File: config.mk
export PLATFORM = sky130hd
export DESIGN_NAME = fb_scheduler_flat
export DESIGN_NICKNAME = d
export VERILOG_FILES = /design/src/rtl/fb_scheduler_if.sv /design/src/rtl/fb_scheduler.sv /design/src/flat_wrapper.sv
export SDC_FILE = /design/constraint.sdc
export NUM_CORES = 1
export LEC_CHECK = 0
export ABC_AREA = 1
export BUFFER_PORTS_ARGS = -buffer_cell sky130_fd_sc_hd__buf_2
export CAP_MARGIN = 15
export CELL_PAD_IN_SITES_DETAIL_PLACEMENT = 1
export CELL_PAD_IN_SITES_GLOBAL_PLACEMENT = 1
export CORE_ASPECT_RATIO = 1.1
export CORE_MARGIN = 2
export CORE_UTILIZATION = 29
export CTS_CLUSTER_SIZE = 20
export DETAILED_ROUTE_END_ITERATION = 7
export PLACE_DENSITY = 0.8
export SLEW_MARGIN = 20
export SYNTH_ARGS = -nofsm -noshare
export SYNTH_HDL_FRONTEND = slang
export SYNTH_SLANG_ARGS = --single-unit
export TNS_END_PERCENT = 20
File: constraint.sdc
create_clock -name pixel_clock -period 1.1 [get_ports pixel_clock]
set_input_delay 0.275 -clock pixel_clock [delete_from_list [all_inputs] [get_ports pixel_clock]]
set_output_delay 0.275 -clock pixel_clock [all_outputs]
set_load 0.05 [all_outputs]
File: src/rtl/fb_scheduler_if.sv
// fb_scheduler_if: bundles the scanout, renderer, swap-control and frame-RAM
// signals of the framebuffer scheduler.
//   slave  : seen by fb_scheduler (takes requests, drives the RAM command)
//   master : seen by the surrounding logic (LCD path, renderer, RAM)
interface fb_scheduler_if #(
  parameter int ADDR_W = 19,
  parameter int DATA_W = 4
);
  logic              scan_req;
  logic [ADDR_W-1:0] scan_addr;
  logic              scan_valid;
  logic [DATA_W-1:0] scan_data;
  logic              wr_valid;
  logic [ADDR_W-1:0] wr_addr;
  logic [DATA_W-1:0] wr_data;
  logic              wr_ready;
  logic              wr_err;
  logic              swap_req;
  logic              vblank_start;
  logic              swap_ack;
  logic              front_sel;
  logic              mem_en;
  logic              mem_we;
  logic [ADDR_W:0]   mem_addr;
  logic [DATA_W-1:0] mem_wdata;
  logic [DATA_W-1:0] mem_rdata;

  modport slave (
    input  scan_req, scan_addr, wr_valid, wr_addr, wr_data,
           swap_req, vblank_start, mem_rdata,
    output scan_valid, scan_data, wr_ready, wr_err, swap_ack, front_sel,
           mem_en, mem_we, mem_addr, mem_wdata
  );

  modport master (
    output scan_req, scan_addr, wr_valid, wr_addr, wr_data,
           swap_req, vblank_start, mem_rdata,
    input  scan_valid, scan_data, wr_ready, wr_err, swap_ack, front_sel,
           mem_en, mem_we, mem_addr, mem_wdata
  );
endinterface

File: src/rtl/fb_scheduler.sv
// fb_scheduler: double-buffered framebuffer controller on one single-port RAM.
// Scanout reads the front buffer with absolute priority (3-cycle fixed
// latency, one read per cycle); renderer writes go to the back buffer only in
// cycles with no scan request. Swaps requested by the renderer are committed
// at vblank_start so the panel never shows a partial frame.
// Ports:
//   pixel_clock / pixel_reset : clock, synchronous active-high reset
//   bus (slave)               : scan_*, wr_*, swap/vblank control, mem_*
module fb_scheduler #(
  parameter int FB_DEPTH = 384000,
  parameter int ADDR_W   = 19,
  parameter int DATA_W   = 4
) (
  input  logic         pixel_clock,
  input  logic         pixel_reset,
  fb_scheduler_if.slave bus
);

  localparam logic [ADDR_W-1:0] DEPTH = ADDR_W'(FB_DEPTH);

  typedef enum logic {IDLE = 1'b0, PENDING = 1'b1} state_e;

  state_e            state_q, state_d;
  logic              front_sel_q, front_sel_d;
  logic              swap_ack_q, swap_ack_d;
  logic              mem_en_q, mem_en_d;
  logic              mem_we_q, mem_we_d;
  logic [ADDR_W:0]   mem_addr_q, mem_addr_d;
  logic [DATA_W-1:0] mem_wdata_q, mem_wdata_d;
  logic              wr_err_q, wr_err_d;
  // Read pipeline: [0] = RAM command cycle, [1] = RAM data cycle.
  logic [1:0]        vld_pipe_q, vld_pipe_d;
  logic [1:0]        oor_pipe_q, oor_pipe_d;
  logic              scan_valid_q, scan_valid_d;
  logic [DATA_W-1:0] scan_data_q, scan_data_d;

  logic wr_ready, wr_go, scan_in, wr_in;

  assign wr_ready = !bus.scan_req && (state_q == IDLE) && !pixel_reset;
  assign wr_go    = bus.wr_valid && wr_ready;
  assign scan_in  = bus.scan_addr < DEPTH;
  assign wr_in    = bus.wr_addr < DEPTH;

  always_comb begin
    state_d      = state_q;
    front_sel_d  = front_sel_q;
    swap_ack_d   = 1'b0;
    mem_en_d     = 1'b0;
    mem_we_d     = 1'b0;
    mem_addr_d   = '0;
    mem_wdata_d  = '0;
    wr_err_d     = 1'b0;
    vld_pipe_d   = {vld_pipe_q[0], bus.scan_req};
    oor_pipe_d   = {oor_pipe_q[0], !scan_in};
    scan_valid_d = vld_pipe_q[1];
    // Out-of-range reads never touched the RAM, so mem_rdata is stale: force 0.
    scan_data_d  = (vld_pipe_q[1] && !oor_pipe_q[1]) ? bus.mem_rdata : '0;

    // wr_go already implies no scan request, so this is the priority mux.
    if (bus.scan_req) begin
      if (scan_in) begin
        mem_en_d   = 1'b1;
        mem_addr_d = {front_sel_q, bus.scan_addr};
      end
    end else if (wr_go) begin
      if (wr_in) begin
        mem_en_d    = 1'b1;
        mem_we_d    = 1'b1;
        mem_addr_d  = {~front_sel_q, bus.wr_addr};
        mem_wdata_d = bus.wr_data;
      end else begin
        wr_err_d = 1'b1;
      end
    end

    // vblank in IDLE and swap_req in PENDING are both dropped.
    case (state_q)
      IDLE:    if (bus.swap_req) state_d = PENDING;
      PENDING: if (bus.vblank_start) begin
        front_sel_d = ~front_sel_q;
        swap_ack_d  = 1'b1;
        state_d     = IDLE;
      end
      default: state_d = IDLE;
    endcase
  end

  always_ff @(posedge pixel_clock) begin
    if (pixel_reset) begin
      state_q      <= IDLE;
      front_sel_q  <= 1'b0;
      swap_ack_q   <= 1'b0;
      mem_en_q     <= 1'b0;
      mem_we_q     <= 1'b0;
      mem_addr_q   <= '0;
      mem_wdata_q  <= '0;
      wr_err_q     <= 1'b0;
      vld_pipe_q   <= '0;
      oor_pipe_q   <= '0;
      scan_valid_q <= 1'b0;
      scan_data_q  <= '0;
    end else begin
      state_q      <= state_d;
      front_sel_q  <= front_sel_d;
      swap_ack_q   <= swap_ack_d;
      mem_en_q     <= mem_en_d;
      mem_we_q     <= mem_we_d;
      mem_addr_q   <= mem_addr_d;
      mem_wdata_q  <= mem_wdata_d;
      wr_err_q     <= wr_err_d;
      vld_pipe_q   <= vld_pipe_d;
      oor_pipe_q   <= oor_pipe_d;
      scan_valid_q <= scan_valid_d;
      scan_data_q  <= scan_data_d;
    end
  end

  assign bus.wr_ready   = wr_ready;
  assign bus.wr_err     = wr_err_q;
  assign bus.swap_ack   = swap_ack_q;
  assign bus.front_sel  = front_sel_q;
  assign bus.mem_en     = mem_en_q;
  assign bus.mem_we     = mem_we_q;
  assign bus.mem_addr   = mem_addr_q;
  assign bus.mem_wdata  = mem_wdata_q;
  assign bus.scan_valid = scan_valid_q;
  assign bus.scan_data  = scan_data_q;

endmodule

File: src/flat_wrapper.sv
// flat-port wrapper written by rule: the top's interface ports become plain ports
module fb_scheduler_flat 
#(
  parameter int FB_DEPTH = 384000,
  parameter int ADDR_W   = 19,
  parameter int DATA_W   = 4
)
  (pixel_clock, pixel_reset, bus_scan_req, bus_scan_addr, bus_wr_valid, bus_wr_addr, bus_wr_data, bus_swap_req, bus_vblank_start, bus_mem_rdata, bus_scan_valid, bus_scan_data, bus_wr_ready, bus_wr_err, bus_swap_ack, bus_front_sel, bus_mem_en, bus_mem_we, bus_mem_addr, bus_mem_wdata);
  fb_scheduler_if #(.ADDR_W(ADDR_W), .DATA_W(DATA_W)) bus_i ();
  input  logic pixel_clock;
  input  logic pixel_reset;
  input wire logic [$bits(bus_i.scan_req)-1:0] bus_scan_req;
  input wire logic [$bits(bus_i.scan_addr)-1:0] bus_scan_addr;
  input wire logic [$bits(bus_i.wr_valid)-1:0] bus_wr_valid;
  input wire logic [$bits(bus_i.wr_addr)-1:0] bus_wr_addr;
  input wire logic [$bits(bus_i.wr_data)-1:0] bus_wr_data;
  input wire logic [$bits(bus_i.swap_req)-1:0] bus_swap_req;
  input wire logic [$bits(bus_i.vblank_start)-1:0] bus_vblank_start;
  input wire logic [$bits(bus_i.mem_rdata)-1:0] bus_mem_rdata;
  output wire logic [$bits(bus_i.scan_valid)-1:0] bus_scan_valid;
  output wire logic [$bits(bus_i.scan_data)-1:0] bus_scan_data;
  output wire logic [$bits(bus_i.wr_ready)-1:0] bus_wr_ready;
  output wire logic [$bits(bus_i.wr_err)-1:0] bus_wr_err;
  output wire logic [$bits(bus_i.swap_ack)-1:0] bus_swap_ack;
  output wire logic [$bits(bus_i.front_sel)-1:0] bus_front_sel;
  output wire logic [$bits(bus_i.mem_en)-1:0] bus_mem_en;
  output wire logic [$bits(bus_i.mem_we)-1:0] bus_mem_we;
  output wire logic [$bits(bus_i.mem_addr)-1:0] bus_mem_addr;
  output wire logic [$bits(bus_i.mem_wdata)-1:0] bus_mem_wdata;
  assign bus_i.scan_req = bus_scan_req;
  assign bus_i.scan_addr = bus_scan_addr;
  assign bus_i.wr_valid = bus_wr_valid;
  assign bus_i.wr_addr = bus_wr_addr;
  assign bus_i.wr_data = bus_wr_data;
  assign bus_i.swap_req = bus_swap_req;
  assign bus_i.vblank_start = bus_vblank_start;
  assign bus_i.mem_rdata = bus_mem_rdata;
  assign bus_scan_valid = bus_i.scan_valid;
  assign bus_scan_data = bus_i.scan_data;
  assign bus_wr_ready = bus_i.wr_ready;
  assign bus_wr_err = bus_i.wr_err;
  assign bus_swap_ack = bus_i.swap_ack;
  assign bus_front_sel = bus_i.front_sel;
  assign bus_mem_en = bus_i.mem_en;
  assign bus_mem_we = bus_i.mem_we;
  assign bus_mem_addr = bus_i.mem_addr;
  assign bus_mem_wdata = bus_i.mem_wdata;
  fb_scheduler #(.FB_DEPTH(FB_DEPTH), .ADDR_W(ADDR_W), .DATA_W(DATA_W)) u_core (.pixel_clock(pixel_clock), .pixel_reset(pixel_reset), .bus(bus_i));
endmodule
======== Yosys cells after proc, flatten, opt, wreduce, memory -nomap -nowiden ========
Index checks and enable logic that the tools add are counted.
word-level totals
  input port bits ......................... 52
  output and inout port bits .............. 35
  bits in registers ....................... 39
  word-level logic and storage cells ...... 46
operators by class
  reductions and logical operators ........ 14
  magnitude comparators ................... 2
  muxes and demuxes ....................... 13
  bitwise logic cells ..................... 5
operators by type and width
  operator                count
  $mux W20                4
  $lt A19 B19 Y1 const B  2
  $mux W1                 8
  $reduce_or A2 Y1        3
  $not A1 Y1              5
  $logic_and A1 B1 Y1     4
  $logic_not A1 Y1        4
  $reduce_or A4 Y1        1
  $reduce_or A3 Y1        1
  $pmux W1 S2             1
  $reduce_and A2 Y1       1

======== Logic depth before layout (Yosys ltp) ========
Gate-level depths: netlist of the first run.
  depth after elaboration ................. 6
  mapped depth ............................ 9
  depth with buffers taken out ............ 9

======== Worst setup path before layout of the first run ========
OpenSTA, ideal clock, no wires.
  kind .................................... input port to output port
  from .................................... input port pixel_reset
  to ...................................... output port bus_wr_ready
  data arrival time ....................... 0.872 ns
  buffers on the path ..................... 1
  slack ................................... -0.047 ns
  stages .................................. 4
  data required time ...................... 0.825 ns
  cells stage by stage .................... buf_6 > inv_4 > nand3_4 > inv_1
between the ends
  longest elaborated chain between the ends .. 2
ends and longest elaborated chain
  element              line                source
  start, declared      flat_wrapper.sv:11  input logic pixel_reset;
  $logic_not A1 Y1     fb_scheduler.sv:39  assign wr_ready = !bus.scan_req && (state_q == IDLE) && !pixel_reset;
  $logic_and A1 B1 Y1  fb_scheduler.sv:39
  end, declared        flat_wrapper.sv:22  output wire logic [$bits(bus_i.wr_ready)-1:0] bus_wr_ready;
Every way passes these cells.

======== Worst setup path after layout of the first run ========
  from .................................... register u_core.state_q
  to ...................................... output port bus_wr_ready
between the ends
  longest elaborated chain between the ends .. 3
ends and longest elaborated chain
  element                           line                 source
  start, declared                   fb_scheduler.sv:23   state_e state_q, state_d;
  start signal, assigned            fb_scheduler.sv:103  state_q <= state_d;
  $not A1 Y1                        fb_scheduler.sv:39
  $logic_and A1 B1 Y1 (2 in a row)  fb_scheduler.sv:39
Every way passes these cells.

==> results of run 1 <==
## registers in the layout, indices dropped and copies added, names as in the netlist
name / flops
u_core.bus.front_sel: 1
u_core.bus.scan_data: 4
u_core.bus.mem_en: 1
u_core.bus.mem_we: 1
u_core.vld_pipe_q: 2
u_core.bus.mem_wdata: 4
u_core.state_q: 1
u_core.oor_pipe_q: 2
u_core.bus.mem_addr: 20
u_core.bus.scan_valid: 1
u_core.bus.wr_err: 1
u_core.bus.swap_ack: 1
## critical path, cell delays in order (launching register included)
cell and delay [ns]:
dfxtp_2 0.34, inv_2 0.04, nand3_4 0.07, clkinvlp_4 0.09, buf_8 0.15
## stage by stage
stage	area [um^2]	setup WS, ns	total power, uW
after floorplan	1510	0.0402	1870
final	2480	-0.160	3130
after detailed placement	2170	-0.151	2120
after CTS	2390	-0.159	3120
after global placement	2170	-0.172	2100
after global routing	2480	-0.200	3240
## cells in the final DEF (no fill, tap or decap)
master | netlist | routed
buf_2 | 6 | 51
buf_4 | 0 | 49
dfxtp_1 | 39 | 34
inv_1 | 25 | 22
nand3_1 | 22 | 22
a21oi_1 | 21 | 19
nand4_1 | 19 | 19
nand2_1 | 18 | 18
nor2_1 | 20 | 16
buf_6 | 3 | 14
clkbuf_8 | 0 | 5
dfxtp_2 | 0 | 5
nor2_2 | 0 | 4
inv_2 | 1 | 3
nand3_4 | 1 | 2
clkinvlp_4 | 0 | 2
a21oi_2 | 0 | 2
buf_12 | 0 | 2
inv_4 | 1 | 1
nor2_8 | 1 | 1
nor3_1 | 1 | 1
o21ai_1 | 0 | 1
a21boi_2 | 0 | 1
clkinv_2 | 0 | 1
clkbuf_1 | 4 | 1
clkbuf_16 | 0 | 1
buf_8 | 0 | 1
## path summary, 6_finish.rpt
kind                              startpoint                                  to  slack, ns  depth (start not counted)
max reg2reg        u_core.state_q$_SDFF_PP0_   u_core.bus.mem_addr[8]$_SDFF_PP0_      -0.14                          7
min                           bus_wr_data[1]  u_core.bus.mem_wdata[1]$_SDFF_PP0_       0.19                          3
min reg2reg  u_core.vld_pipe_q[0]$_SDFF_PP0_     u_core.vld_pipe_q[1]$_SDFF_PP0_       0.42                          2
max                u_core.state_q$_SDFF_PP0_                        bus_wr_ready      -0.16                          4
## kinds of logic (layout without fill, tap and decap cells)
logic type	Yosys count	after routing	synth area share
buf+inv	40	153	0.121
flops	39	39	0.519
compound gates	23	23	0.0781
simple gates	83	83	0.282
## area by class of cell
type                            count  share of cell area
Multi-Input combinational cell    106               0.230
Sequential cell                    39               0.317
Clock buffer                        6              0.0292
Tap cell                           58              0.0292
Clock inverter                      2             0.00504
Inverter                           27              0.0433
Timing Repair Buffer              118               0.347
## layer usage
| layer | up-vias | part of all wire |
|---|---|---|
| li1 | 831 | - |
| met1 | 758 | 0.40 |
| met2 | 52 | 0.54 |
| met3 | 7 | 0.052 |
| met4 | 0 | 0.017 |
| met5 | - | 0 |
## what timing repair did
item,in CTS,in global routing
gates resized for setup,46,21
endpoints found under the setup margin,54,39
cloned,0,1
setup buffers,2,1
pin swaps,1,4
## power by group
part           internal [uW]  switching [uW]
sequential              1470            21.7
combinational            279             398
clock                    443             518
==> results_dict.tcl, run 1 <==
set metrics [dict create \
    first_pass_iters 4 \
    fin_ws_ns -0.160 \
    fmax_mhz 794 \
    vdd_drop_max_v 0.000508 \
    worstPathRequired_ns 0.82 \
    area_delta_synth_final_pct 65.0 \
    async_flop_share 0 \
    crit_fanout 2 \
    relSlewSlack 0.806 \
    drc 0 \
    grt_pass1_vias 1609 \
    die-area_um2 5780 \
    multiInputGateArea_um2 571 \
    die_x_um 72.7 \
    syn_nets 237 \
    clkSlewWorstSetupHoldPaths_ns 0.08 \
    diodes 0 \
    critPathCaptureType "primary output" \
    synth-seq-cells 39 \
    cts_tree "done" \
    via_count 1648 \
    htree_levels 2 \
    yosys-top-cells-count "dfxtp_1 (39), inv_1 (25), nand3_1 (22)" \
    met1_usage 0.178 \
    synth_area_leaders "dfxtp_1 (52%), nand4_1 (7.9%), nand3_1 (7.3%)" \
    setup_viol 26 \
    grt_overflow 0 \
    insertion_delay_ns 0.29 \
    power.leakage_uw 0.00123 \
    synth.most_common_cell "dfxtp_1" \
    synth_ff_type "dfxtp_1" \
    pwr_density_cell_nw_per_um2 1260 \
    yosysTopAreaCell "dfxtp_1" \
    grt_pass1_wl_mm 7.27 \
    crit_path_start_kind "flop" \
    synth_top_area_share 0.519 \
    setup_tns_ns -2.27 \
    cp.arrival_ns 0.98 \
    drive_gt1_frac 0.487 \
    num-nets-final 349 \
    antenna_found_initial 0 \
    cts-buffers-inserted 5 \
    maxCapViolCount 0 \
    core-area_um2 5000 \
    rsz0062_at_grt "true" \
    drv_slew 0 \
    ys_warn_count 0 \
    holdWs_ns 0.194 \
    portBuffers 86 \
    gr-usage-met2 0.302 \
    utilization 0.497 \
    postCtsHoldBufs 0 \
    grt_usage 0.164 \
    routed_via_density 4.63 \
    place_hpwl_mm 3.67 \
    grt_max_degree 27 \
    skew_ns 0.0103 \
    hold_path_class "input port to flop" \
    initial_core_util 0.301 \
    synth_edf_count 0 \
    cts_sinks 39 \
    antenna_left 0 \
    dpl.cell_count 344 \
    io_pins 87 \
    row_count 27 \
    final.period_utilization 1.15 \
    drt_iter0_markers 57 \
    worstSetupPathType "flop to primary output" \
    min_period_ns 1.26 \
    netlist_instances 185 \
    seq_area_frac_synth 0.519 \
    violations "negative setup slack" \
    drt_wl_total_mm 4.97 \
    syn_area_um2 1510 \
    worst_pin_slew_ns 0.290 \
    die_h_um 79.6 \
    status "complete, but fails checks" \
    yosys.cell_types.count 18 \
    use_met3 0.0278 \
    gr-max-usage-layer "met2" \
    wire_per_inst_um 14.0 \
    hold_viol 0 \
    clk_path_buf_depth 2 \
    final-seq-area_um2 787 \
    clock-root-buffer "clkbuf_8" \
    fin_cells 356 \
    place_congestion 0.808 \
    syn_avg_cell_area_um2 8.14 \
    num-fill-cells 634 \
]
Power figures use the tool's default switching activity.
==> inputs of run 2 (changes only) <==
MAX_ROUTING_LAYER = met4   (was not set)
==> run 2 against run 1 <==
Effect of this change: the flow still finishes with violations (negative setup slack); worst hold slack barely moved; register-to-register slack about the same; sequential power barely moved; routed wire length did not move; combinational power is essentially flat; first-iteration DRC count rose by 7.0%; cell area is the same; sequential share of layout area unchanged; die area stayed put; non-clock buffer count unchanged; critical path type unchanged.
==> results_dict.tcl, run 2 (synthesis results as in run 1) <==
set metrics [dict create \
    maxCapViolCount 0 \
    cts-buffers-inserted 5 \
    worstSetupPathType "flop to primary output" \
    rsz0062_at_grt "true" \
    place_congestion 0.820 \
    vdd_drop_max_v 0.000508 \
    diodes 0 \
    mostFrequentLayoutCells "buf_2 (51), buf_4 (49), dfxtp_1 (34), inv_1 (22), nand3_1 (22)" \
    min_period_ns 1.26 \
    wire_per_inst_um 14.0 \
    layout_commonest_cell "buf_2" \
    crit_path_start_kind "flop" \
    die_h_um 79.6 \
    final.period_utilization 1.15 \
    core-area_um2 5000 \
    pwr-share-seq 0.477 \
    worstPathRequired_ns 0.82 \
    critPathCaptureType "primary output" \
    slowest_delay_ns 0.34 \
    drv_slew 0 \
    io_pins 87 \
    grt_pass1_vias 1616 \
    die_x_um 72.7 \
    status "complete, but fails checks" \
    fmax_mhz 794 \
    p_comb_frac 0.216 \
    grt_usage 0.168 \
    clk_path_buf_depth 2 \
    grt_overflow 0 \
    worst_pin_slew_ns 0.291 \
    routed_via_density 4.64 \
    fin_ws_ns -0.160 \
    drc 0 \
    num-nets-final 349 \
    num-fill-cells 634 \
    path_cells "inv_2, nand3_4, clkinvlp_4, buf_8" \
    clock-root-buffer "clkbuf_8" \
    initial_core_util 0.301 \
    drt_wl_total_mm 4.97 \
    drt_iter0_markers 61 \
    sw_frac_of_total 0.300 \
    switchingPower_uw 937 \
    setup_viol 26 \
    power.leakage_uw 0.00123 \
    cp_slowest_cell "dfxtp_2" \
    pwr_density_cell_nw_per_um2 1260 \
    die-area_um2 5780 \
    insertion_delay_ns 0.29 \
    p_int_uw 2190 \
    portBuffers 86 \
    crit_family "flip-flops" \
    reg2reg_slack_ns -0.13 \
    power_uw 3130 \
    cp.arrival_ns 0.98 \
    grt_max_degree 27 \
    antenna_found_initial 0 \
    clkPwrFrac 0.307 \
    crit_buf_inv 3 \
    largest_reg_flops 20 \
    row_count 27 \
    place_hpwl_mm 3.67 \
    cts_sinks 39 \
    htree_levels 2 \
    skew_ns 0.0103 \
    area_delta_synth_final_pct 65.0 \
    holdWs_ns 0.194 \
    first_pass_iters 4 \
    clkSlewWorstSetupHoldPaths_ns 0.08 \
    drive_gt1_frac 0.487 \
    via_count 1651 \
    grt_pass1_wl_mm 7.26 \
    relSlewSlack 0.806 \
    crit_fanout 2 \
    hold_path_class "input port to flop" \
    cts_tree "done" \
    hold_viol 0 \
    antenna_left 0 \
    violations "negative setup slack" \
]
==> run 2: worst reg2reg max path, stage by stage, from the launching register on <==
cell       delay (ns)
dfxtp_2          0.33
inv_2            0.06
nand3_4          0.07
buf_6            0.13
nor2_8           0.16
clkbuf_16        0.18
nand4_1          0.09
a21oi_1          0.14
==> run 2: area by class of cell <==
class	instances	area [um^2]	area share
sequential	39	787	0.317
clock buffer	6	72.6	0.0292
multi-input combinational	106	571	0.230
timing repair buffer	118	861	0.347
tap	58	72.6	0.0292
clock inverter	2	12.5	0.00504
inverter	27	108	0.0433
==> run 2: final timing paths <==
kind | endpoint | start | depth (start not counted)
setup / recovery | bus_wr_ready | u_core.state_q$_SDFF_PP0_ | 4
hold / removal | u_core.bus.mem_wdata[1]$_SDFF_PP0_ | bus_wr_data[1] | 3
setup reg to reg | u_core.bus.mem_addr[8]$_SDFF_PP0_ | u_core.state_q$_SDFF_PP0_ | 7
hold reg to reg | u_core.vld_pipe_q[1]$_SDFF_PP0_ | u_core.vld_pipe_q[0]$_SDFF_PP0_ | 2
==> run 2: what timing repair did <==
action | in CTS | in global routing
gates cloned | 0 | 1
pin swaps | 1 | 4
hold buffers | 0 | 0
setup endpoints to repair | 54 | 39
buffers inserted | 2 | 1
gates resized for setup | 46 | 21
==> run 2: power by group through the flow <==
stage          Sequential [uW]  Combinational [uW]  Clock (uW)
4_1_cts                   1490                 651         985
2_1_floorplan             1690                 178           0
5_1_grt                   1500                 725        1020
3_3_place_gp              1510                 591           0
3_5_place_dp              1520                 602           0
6_report                  1490                 677         961
==> run 2: per-stage QoR <==
step                cell area (um^2)  instances  worst slack, ns  utilization  setup TNS (ns)
floorplan                       1510        185           0.0402            -               0
global placement                2170        344           -0.172        0.434           -3.45
detailed placement              2170        344           -0.151        0.434           -3.15
CTS                             2390        354           -0.159        0.478           -1.99
global route                    2480        356           -0.200        0.497           -3.98
finish                          2480        356           -0.160        0.497           -2.26
==> run 2: layer usage <==
| layer | GRT usage | share of wire | up-vias |
|---|---|---|---|
| li1 | - | - | 831 |
| met2 | 0.303 | 0.54 | 54 |
| met5 | - | 0 | - |
| met4 | 0.0759 | 0.018 | 0 |
| met1 | 0.178 | 0.40 | 759 |
| met3 | 0.0278 | 0.052 | 7 |
==> inputs of run 3 (changes only) <==
CORE_ASPECT_RATIO = 0.7   (was 1.1)
CORE_MARGIN = not set   (was 2)
==> run 3 against run 2 <==
Effect of this change: the flow still finishes with violations (negative setup slack); sequential cell count stayed put; clock skew is 0.0071 ns lower; total power is 0.39% lower; worst setup slack worse by 0.014 ns; cell area is 0.25% higher; register-to-register slack better by 0.05 ns; core utilization is 1.3 points higher; combinational power hardly changed; routed wire length is 2.4% lower; sequential share of layout area is 0.13 points lower; critical path type unchanged; highest routed layer unchanged.
==> results_dict.tcl, run 3 (synthesis results as in run 1) <==
set metrics [dict create \
    status "complete, but fails checks" \
    violations "negative setup slack" \
    clock-root-buffer "clkbuf_8" \
    hold_viol 0 \
    skew_ns 0.00315 \
    largest_reg_flops 20 \
    final.period_utilization 1.16 \
    fin_cells 366 \
    path_cells "inv_2, nand3_4, clkinvlp_4, buf_8" \
    core-area_um2 4890 \
    clkSlewWorstSetupHoldPaths_ns 0.07 \
    pwr_density_cell_nw_per_um2 1250 \
    min_period_ns 1.27 \
    row_count 21 \
    drv_slew 0 \
    area_delta_synth_final_pct 65.4 \
    grt_overflow 0 \
    place_hpwl_mm 3.61 \
    worstSetupPathType "flop to primary output" \
    worst_pin_slew_ns 0.341 \
    drt_wl_total_mm 4.85 \
    final-seq-area_um2 786 \
    postCtsHoldBufs 0 \
    antenna_found_initial 0 \
    grt_pass1_wl_mm 7.77 \
    hold_path_class "input port to flop" \
    num-fill-cells 631 \
    met1_usage 0.221 \
    place_congestion 0.742 \
    first_pass_iters 4 \
    cts-buffers-inserted 5 \
    die_x_um 88.1 \
    final_area_um2 2490 \
    clk_path_buf_depth 2 \
    die-area_um2 5490 \
    crit_family "flip-flops" \
    critPathCaptureType "primary output" \
    drc 0 \
    gr-max-usage-layer "met2" \
    vdd_drop_max_v 0.000635 \
    routed_via_density 4.54 \
    antenna_left 0 \
    crit_path_start_kind "flop" \
    die_h_um 62.3 \
    grt_pass1_vias 1702 \
    power.leakage_uw 0.00123 \
    relSlewSlack 0.773 \
    htree_levels 2 \
    maxCapViolCount 0 \
    fin_ws_ns -0.173 \
    setup_viol 19 \
    cts_tree "done" \
    portBuffers 86 \
    crit_buf_inv 3 \
    insertion_delay_ns 0.28 \
    fmax_mhz 785 \
    diodes 0 \
    multiInputGateArea_um2 589 \
    layout_commonest_cell "buf_2" \
    rsz0062_at_grt "true" \
    grt_max_degree 27 \
    gr-usage-met2 0.328 \
    drt_iter0_markers 61 \
    drive_gt1_frac 0.495 \
    num-nets-final 349 \
    via_count 1661 \
    mostFrequentLayoutCells "buf_2 (51), buf_4 (48), dfxtp_1 (35), inv_1 (23), nand3_1 (22)" \
    grt_usage 0.189 \
    cp_slowest_cell "dfxtp_2" \
    initial_core_util 0.308 \
    use_met3 0.0439 \
    cp.arrival_ns 1.00 \
    worstPathRequired_ns 0.82 \
    dpl_cell_area_um2 2170 \
    slowest_delay_ns 0.33 \
    wire_per_inst_um 13.3 \
    dpl.cell_count 357 \
    cts_sinks 39 \
    crit_fanout 2 \
    io_pins 87 \
]
[run 3: cell count changes in the layout (fill, tap and decap cells not counted), moves of 2 or more]
| cell | before | now |
|---|---|---|
| a21oi_1 | 19 | 12 |
| buf_6 | 14 | 18 |
| buf_12 | 2 | 0 |
| nor2_1 | 16 | 19 |
| a21oi_2 | 2 | 9 |
| nor2_2 | 4 | 1 |
[run 3: final timing paths]
kind	start	end	slack, ns	cells past startpoint
setup / recovery	u_core.state_q$_SDFF_PP0_	bus_wr_ready	-0.17	4
hold / removal	bus_wr_data[3]	u_core.bus.mem_wdata[3]$_SDFF_PP0_	0.20	3
setup reg to reg	u_core.state_q$_SDFF_PP0_	u_core.bus.mem_addr[12]$_SDFF_PP0_	-0.08	6
hold reg to reg	u_core.vld_pipe_q[0]$_SDFF_PP0_	u_core.vld_pipe_q[1]$_SDFF_PP0_	0.40	2
[run 3: worst min-delay path, cell delays in order]
cell,delay (ns)
buf_2,0.09
inv_1,0.04
nor2_1,0.03
[run 3: layout make-up]
cell class	count	share of cell area
Sequential cell	39	0.316
Multi-Input combinational cell	106	0.237
Clock inverter	1	0.00201
Tap cell	69	0.0347
Clock buffer	6	0.0332
Timing Repair Buffer	118	0.335
Inverter	27	0.0432
[run 3: timing repair]
| action | in CTS | in global routing |
|---|---|---|
| pin swaps | 2 | 0 |
| endpoints found under the setup margin | 51 | 40 |
| gates resized for setup | 46 | 27 |
| endpoints found under the hold margin | 0 | 0 |
| cloned | 1 | 0 |
| buffers inserted | 0 | 1 |
[run 3: power breakdown]
group	switching, uW	total, uW	internal [uW]	leakage (uW)
clock network	457	949	492	0.0000470
registers	22.4	1490	1470	0.000320
logic	404	676	272	0.000863
[run 3: metrics by stage]
step / hold WS [ns] / power [uW] / setup WS, ns / TNS, ns / utilization
floorplan: 0.387 / 1870 / 0.0402 / 0 / -
global placement: 0.394 / 2110 / -0.158 / -2.79 / 0.444
detailed placement: 0.399 / 2120 / -0.203 / -3.68 / 0.444
CTS: 0.193 / 3120 / -0.190 / -0.976 / 0.488
global route: 0.200 / 3270 / -0.219 / -2.53 / 0.509
finish: 0.201 / 3120 / -0.173 / -0.954 / 0.509
[run 3: routing by layer]
| layer | routed length, um | vias up |
|---|---|---|
| met4 | 13 | 0 |
| met1 | 2110 | 784 |
| li1 | - | 825 |
| met2 | 2450 | 50 |
| met3 | 280 | 2 |
| met5 | 0 | - |
